<file path="src/rtl/spi_xfer_ctrl.sv">
// Multi-byte SPI transfer sequencer: CS framing, byte issue/collect handshakes
// and the prescaled SPI clock with its high/low edge pulses for one frontend.
`timescale 1ns/1ps
module spi_xfer_ctrl #(
  parameter int unsigned LEN_W = 8,
  parameter int unsigned DIV_W = 8,
  parameter int unsigned DLY_W = 8
) (
  input  logic             clk_i,
  input  logic             rst_i,
  input  logic             start_i,
  input  logic [LEN_W-1:0] len_i,
  input  logic             abort_i,
  input  logic [DIV_W-1:0] cfg_clk_div_i,
  input  logic [DLY_W-1:0] cfg_cs_setup_i,
  input  logic [DLY_W-1:0] cfg_cs_hold_i,
  output logic             busy_o,
  output logic             done_o,
  output logic             aborted_o,
  input  logic [7:0]       tx_data_i,
  input  logic             tx_valid_i,
  output logic             tx_ready_o,
  output logic [7:0]       rx_data_o,
  output logic             rx_valid_o,
  input  logic             rx_ready_i,
  output logic             fe_cs_o,
  output logic             fe_prescaled_clk_o,
  output logic             fe_high_pulse_o,
  output logic             fe_low_pulse_o,
  output logic             fe_transmit_o,
  output logic [7:0]       fe_transmit_data_o,
  input  logic [7:0]       fe_received_data_i,
  input  logic             fe_transmit_done_i
);

  typedef enum logic [2:0] {
    S_IDLE, S_CS_SETUP, S_ISSUE, S_BUSY, S_CS_HOLD
  } state_e;

  state_e           state_q;
  logic [LEN_W-1:0] rem_q;
  logic [DIV_W-1:0] div_q, pcnt_q;
  logic [DLY_W-1:0] setup_q, hold_q, dly_q;
  logic             abort_pend_q;
  logic             cs_q, sclk_q, hp_q, lp_q, done_q, aborted_q, rx_valid_q;
  logic [7:0]       rx_data_q;

  logic [DLY_W-1:0] dly_lim;
  logic [DLY_W-1:0] dly_inc;
  logic             dly_last;

  // Both framing delays share one counter; a zero setting still costs one cycle.
  assign dly_lim  = (state_q == S_CS_HOLD) ? hold_q : setup_q;
  assign dly_last = ({1'b0, dly_q} + (DLY_W+1)'(1)) >= {1'b0, dly_lim};
  assign dly_inc  = (dly_q == '1) ? dly_q : dly_q + DLY_W'(1);

  // A byte may launch only if the RX slot is free by the time it completes.
  assign tx_ready_o = (state_q == S_ISSUE) && (rem_q != '0) && !abort_i &&
                      (!rx_valid_q || rx_ready_i);
  assign fe_transmit_o      = tx_ready_o && tx_valid_i;
  assign fe_transmit_data_o = tx_ready_o ? tx_data_i : 8'h00;

  assign busy_o             = (state_q != S_IDLE);
  assign done_o             = done_q;
  assign aborted_o          = aborted_q;
  assign rx_data_o          = rx_data_q;
  assign rx_valid_o         = rx_valid_q;
  assign fe_cs_o            = cs_q;
  assign fe_prescaled_clk_o = sclk_q;
  assign fe_high_pulse_o    = hp_q;
  assign fe_low_pulse_o     = lp_q;

  always_ff @(posedge clk_i or posedge rst_i) begin
    if (rst_i) begin
      state_q      <= S_IDLE;
      rem_q        <= '0;
      div_q        <= '0;
      pcnt_q       <= '0;
      setup_q      <= '0;
      hold_q       <= '0;
      dly_q        <= '0;
      abort_pend_q <= 1'b0;
      cs_q         <= 1'b0;
      sclk_q       <= 1'b0;
      hp_q         <= 1'b0;
      lp_q         <= 1'b0;
      done_q       <= 1'b0;
      aborted_q    <= 1'b0;
      rx_valid_q   <= 1'b0;
      rx_data_q    <= 8'h00;
    end else begin
      done_q    <= 1'b0;
      aborted_q <= 1'b0;
      hp_q      <= 1'b0;
      lp_q      <= 1'b0;
      if (rx_valid_q && rx_ready_i) rx_valid_q <= 1'b0;

      // Prescaler free-runs for the whole framed transfer, independent of bytes.
      if (state_q != S_IDLE) begin
        if (pcnt_q == div_q) begin
          pcnt_q <= '0;
          sclk_q <= ~sclk_q;
          hp_q   <= ~sclk_q;
          lp_q   <= sclk_q;
        end else begin
          pcnt_q <= pcnt_q + DIV_W'(1);
        end
      end

      unique case (state_q)
        S_IDLE: begin
          if (start_i) begin
            state_q      <= S_CS_SETUP;
            cs_q         <= 1'b1;
            rem_q        <= len_i;
            div_q        <= cfg_clk_div_i;
            setup_q      <= cfg_cs_setup_i;
            hold_q       <= cfg_cs_hold_i;
            dly_q        <= '0;
            pcnt_q       <= '0;
            sclk_q       <= 1'b0;
            abort_pend_q <= 1'b0;
          end
        end
        S_CS_SETUP: begin
          if (abort_i) begin
            state_q      <= S_CS_HOLD;
            abort_pend_q <= 1'b1;
            dly_q        <= '0;
          end else if (dly_last) begin
            state_q <= S_ISSUE;
            dly_q   <= '0;
          end else begin
            dly_q <= dly_inc;
          end
        end
        S_ISSUE: begin
          if (abort_i) begin
            state_q      <= S_CS_HOLD;
            abort_pend_q <= 1'b1;
            dly_q        <= '0;
          end else if (rem_q == '0) begin
            state_q <= S_CS_HOLD;
            dly_q   <= '0;
          end else if (fe_transmit_o) begin
            rem_q   <= rem_q - LEN_W'(1);
            state_q <= S_BUSY;
          end
        end
        S_BUSY: begin
          // An abort here only takes effect once the byte in flight is delivered.
          if (abort_i) abort_pend_q <= 1'b1;
          if (fe_transmit_done_i) begin
            rx_data_q  <= fe_received_data_i;
            rx_valid_q <= 1'b1;
            if (abort_pend_q || abort_i) begin
              state_q <= S_CS_HOLD;
              dly_q   <= '0;
            end else begin
              state_q <= S_ISSUE;
            end
          end
        end
        S_CS_HOLD: begin
          if (dly_last) begin
            state_q   <= S_IDLE;
            cs_q      <= 1'b0;
            done_q    <= 1'b1;
            aborted_q <= abort_pend_q;
            dly_q     <= '0;
          end else begin
            dly_q <= dly_inc;
          end
        end
        default: state_q <= S_IDLE;
      endcase
    end
  end

endmodule

</file>
<file path="config.mk">
export PLATFORM = sky130hd
export DESIGN_NAME = spi_xfer_ctrl
export DESIGN_NICKNAME = d
export VERILOG_FILES = /design/src/rtl/spi_xfer_ctrl.sv
export SDC_FILE = /design/constraint.sdc
export NUM_CORES = 1
export LEC_CHECK = 0
export ABC_AREA = 1
export BUFFER_PORTS_ARGS = -buffer_cell sky130_fd_sc_hd__buf_4
export CELL_PAD_IN_SITES_DETAIL_PLACEMENT = 1
export CELL_PAD_IN_SITES_GLOBAL_PLACEMENT = 2
export CORE_MARGIN = 2
export CORE_UTILIZATION = 34
export CTS_CLUSTER_DIAMETER = 30
export DETAILED_ROUTE_END_ITERATION = 7
export HOLD_SLACK_MARGIN = 0.1
export PLACE_DENSITY_LB_ADDON = 0.1
export SLEW_MARGIN = 5
export SYNTH_ARGS = -nofsm -noshare
export SYNTH_HDL_FRONTEND = slang
export SYNTH_SLANG_ARGS = --single-unit
</file>
<file path="constraint.sdc">
create_clock -name clk_i -period 4.42 [get_ports clk_i]
set_clock_uncertainty 0.15 [all_clocks]
set_input_delay 0.663 -clock clk_i [delete_from_list [all_inputs] [get_ports clk_i]]
set_output_delay 0.663 -clock clk_i [all_outputs]
set_load 0.01 [all_outputs]
</file>
## After elaboration in Yosys (flattened, before gate mapping)

Index checks and enable logic that the tools add are counted.
W data, S select, Z words.

- Output and inout port bits: 26
- Bits in writable memories: 0
- Bits in latches: 0
- Input bits: 55
- ROM bits: 0
- Memories: 0
- Register bits after elaboration: 67

- Multipliers: 0
- Divide/modulo/power cells: 0
- $add $sub $neg: 4
- $lt $le $gt $ge: 1
- Reduce and logical (&&, ||, !) cells: 25
- Muxes and demuxes: 51
- Equality and inequality tests: 17
- Bitwise logic cells: 1
- Shift operators: 0

Operator list:

| kind | count |
|---|---|
| $mux W8 | 18 |
| $pmux W8 S5 | 1 |
| $mux W3 | 9 |
| $mux W1 | 19 |
| $add A8 B1 Y8 const B | 2 |
| $pmux W8 S2 | 1 |
| $pmux W3 S5 | 1 |
| $reduce_and A5 Y1 | 3 |
| $ne A2 B2 Y1 const B | 7 |
| $add A8 B1 Y9 const B | 1 |
| $ge A9 B8 Y1 | 1 |
| $eq A8 B8 Y1 | 1 |
| $eq A8 B8 Y1 const B | 1 |
| $logic_not A8 Y1 | 1 |
| $reduce_bool A8 Y1 | 1 |
| $sub A8 B1 Y8 const B | 1 |
| $eq A3 B2 Y1 const B | 2 |
| $reduce_and A3 Y1 | 2 |
| $reduce_bool A2 Y1 | 3 |
| $logic_and A1 B1 Y1 | 5 |
| $reduce_bool A5 Y1 | 1 |
| $ne A4 B3 Y1 const B | 1 |
| $pmux W1 S2 | 2 |
| $reduce_and A2 Y1 | 2 |
| 11 further kinds | 13 |

## Logic depth before layout (Yosys ltp)

- Word-level depth: 9
- Mapped depth: 18
- Gate-level depth less buffers: 17

## Least setup slack after synthesis

OpenSTA, ideal clock, no wires.

- Path type: register to register
- Start point: register state_q[0]
- End point: register state_q[2]
- Path slack: 1.969 ns
- Arrival: 2.184 ns
- Library setup time: 0.117 ns
- Cell stages (with the launch flop): 17
- Cell sequence: dfrtp_1 or2_1 buf_6 nor2_8 mux2i_1 ha_1 nand2_1 inv_1 nand2_1 nand3_1 nand2_1 nand2_1 nand2_1 nand3_1 buf_4 nand3_1 nand2_1

- Longest elaborated chain between the ends: 7

Ends and longest elaborated chain:

| element | RTL line | text |
|---|---|---|
| start, declared | 40 | `state_e state_q;` |
| start signal, assigned | 75 | `state_q <= S_IDLE;` |
| start signal, assigned | 113 | `state_q <= S_CS_SETUP;` |
| start signal, assigned | 127 | `state_q <= S_CS_HOLD;` |
| branches (longest 7 deep; another with $ge A9 B8 Y1) | - |  |

Several ways; the timed one is not identified.
A chain may end at the register's enable or synchronous reset.

## Worst setup path in the final report

- Start point: register state_q[0]
- End point: register state_q[1]

The elaborated chain is that of the path after synthesis.

==> run metrics <==
outcome finished clean; total die area 0.0117 mm2; port bufs 80; Leak around 2.5 nW; Num CTS Buffers 9; share of the synthesized area in the top cell type between 40% and 50%; total setup buffers inserted after CTS 0; FF+latch area 0.00168 mm2; Die H approximately 110 um; CTS root buffer clkbuf_8; CTS Hold Bufs 0; fin area around 0.0046 mm2; Max VDD drop 0.224 mV; Hold Path Origin hold_q[4]; number of DRC markers in iteration 0 92; Synth Register Bits 67; Clock Tree Buf Depth 2; worst hold path type reg2reg; Non-Filler Instances between 600 and 700; RSZ-0062 raised after global routing false; Post-Synthesis Cell Area approximately 0.0037 mm2; Final Cycle Share about 67%; worst r2r dst state_q[1]; Core ar. ~0.011 mm2; # IOs 81; crit path cell chain or2_1 > nor2_8 > mux2i_1 > ha_1 > nand2_1 > inv_1 > nand2_1 > nand3_1 > nand2_1 > nand2_1 > nand2_1 > nand3_1 > nand2_1 > nand2_1 > nand2_1; placed inst area 0.00443 mm2; CP Class reg2reg; most numerous cell on the critical path nand2_1; worst-path cell with the longest stage delay dfrtp_1; FFs w/ async S/R, synth 100%; antenna viol nets, final 0; Fmax achieved around 0.34 GHz; top_reg_cell synth dfrtp_1; Setup TNS 0 ps; worst-margin pin slew roughly 1100 ps; area of the multi-input gates ~0.0017 mm2; worst flop-to-flop path startpoint state_q[0]; crit path DAT 3100 ps; TritonCTS clock tree yes; All-Layer GR Usage around 16%; number of H-tree levels 3; reg2reg setup slack around 1500 ps; Worst EP required about 4600 ps; CP top delay family simple AND/OR/NAND/NOR gates; Area contributors post-synth dfrtp_1 45%, nand2_1 14%, inv_1 5.6%; Hold EP hold_q[4]; # nets final between 500 and 600; Resize count post-CTS 0; Setup crit end kind register; startpoint types register; sequential area share after synthesis 45.4%; syn_nets a little over 500; Synth warnings 0; number of flops mapped to enable cells by yosys 0; vias in the first global route 3216; Slew Limit Headroom between 20% and 30%; initial antenna violation count 0; cell area power density between 500 and 600 mW/mm2; CTS sink cnt 67; setup violators final 0; Distinct cells, synth 36; CP Buf/Inv Count 1; post-synthesis cell count 443; post-DP HPWL between 6 and 7 mm; hold depth 2; Crit Path Max Fanout 11; post-synth top area cell dfrtp_1; synthesized area per cell approximately 8.3 um2; Area growth syn-to-layout 25.1%; Remaining Overflow, GRT 0; final slew viol count 0; Die W between 100 and 150 um; MaxCap Viol Count 0; final hold violations 0; Rows 38; starting density of the core roughly 34%; ant diodes 0; drc violations 0; WL/cell 13.2 um; GPL Wtd Cong ~0.78; FF-to-FF path depth 15; post-route minimum period about 3000 ps; clk_lat worst skew 340 ps; largest net degree at the start of global routing 48; drt first pass iters 4; Fillers around 1400; Vias 3111; first-pass GRT wire length 15.2 mm; Via density 4.62; slowest cell delay on critical path approximately 460 ps; proportion of layout cells with a drive suffix above 1 between 20% and 30%; DP Cell Count 657; Clock transition at path regs roughly 70 ps; final wirelength 8.91 mm; Worst Setup SP state_q[0]
==> worst max path at each step <==
stage / end / depth (start not counted) / slack, ps
after floorplan: abort_pend_q / 1 / 1920
after global placement: state_q[2] / 14 / 1540
after detailed placement: state_q[1] / 15 / 1430
after CTS: state_q[1] / 15 / 1400
after global routing: state_q[0] / 15 / 1160
final: state_q[1] / 15 / 1450
==> where the power goes <==
part	switching (mW)	internal [mW]	leakage [nW]
registers	0.169	0.837	0.859
logic	0.647	0.430	1.50
clock network	0.237	0.273	0.0991
total	1.05	1.54	2.46
==> Yosys cell counts (5+ instances only) <==
cell type / n
nand3_1: 21
a21oi_1: 5
dfrtp_1: 67
mux2_2: 8
o21ai_1: 10
xor2_1: 16
nand2_1: 134
o21ai_0: 21
inv_1: 55
ha_1: 14
nor2_1: 31
nand4_1: 6
mux2i_1: 7
==> registers in the layout (all words and copies together) (netlist names) <==
| name | count |
|---|---|
| abort_pend_q | 1 |
| fe_prescaled_clk_o | 1 |
| state_q | 3 |
| rx_valid_o | 1 |
| hold_q | 8 |
| aborted_o | 1 |
| rx_data_o | 8 |
| dly_q | 8 |
| setup_q | 8 |
| done_o | 1 |
| div_q | 8 |
| fe_low_pulse_o | 1 |
| fe_high_pulse_o | 1 |
| fe_cs_o | 1 |
| pcnt_q | 8 |
| rem_q | 8 |
==> kinds of logic after synthesis <==
kind of cell | count (synthesis) | share of synthesized area [%]
DFF | 67 | 45.4
AOI/OAI and AO/OA | 45 | 6.63
and+or+nand+nor | 215 | 26.7
xor gates and xnor gates | 19 | 4.50
adders and majority gates | 14 | 4.74
muxes | 15 | 4.33
buffers and inverters | 68 | 7.68
==> metrics by stage <==
stage | setup WS [ps] | hold WS [ps] | util (%) | power, mW
2_1_floorplan | 1920 | 291 | - | 1.78
3_3_place_gp | 1540 | 308 | 41.2 | 2.09
3_5_place_dp | 1430 | 313 | 41.2 | 2.12
4_1_cts | 1400 | 331 | 43.0 | 2.65
5_1_grt | 1160 | 344 | 43.0 | 2.85
6_report | 1450 | 325 | 43.0 | 2.59
==> layout make-up <==
class	count	area share, %
clock inverters	5	1.14
clock buffers	11	3.06
inverters	61	5.06
well taps	140	3.79
multi-input cells	308	37.5
repair buffers	81	13.2
flip-flops and latches	67	36.3
==> placed cells by master, fill, tap and decap left out, types with 2 or more instances in the layout <==
cell type	n
nor2_8	3
o21ai_0	21
a21oi_1	5
o31ai_1	2
xnor2_1	3
o21ai_1	10
nand2_1	134
mux2_2	8
inv_4	2
inv_1	54
nand2_4	2
xor2_1	16
buf_4	81
nor3_1	3
inv_2	5
clkbuf_8	10
o22ai_1	4
nand2_2	3
clkinv_2	3
nor2_4	2
ha_1	14
mux2i_1	7
or2_2	4
dfrtp_1	67
nand4_1	6
nor2_1	31
nand3_1	21
==> worst reg2reg max path: cells and delay by family, from the launching register on <==
kind          cells  cell delay, ps
fa+ha+maj         1             260
buf+inv           1              40
flops             1             460
mux               1             250
simple gates     12            1760
==> per-layer routing <==
| layer | up-vias | global-route usage, % | share of wire, % |
|---|---|---|---|
| li1 | 1573 | - | - |
| met5 | - | 0 | 0 |
| met1 | 1462 | 21.3 | 47 |
| met4 | 0 | 4.95 | 0.95 |
| met2 | 68 | 27.2 | 46 |
| met3 | 8 | 4.28 | 5.9 |
(Power assumes the default switching activity.)
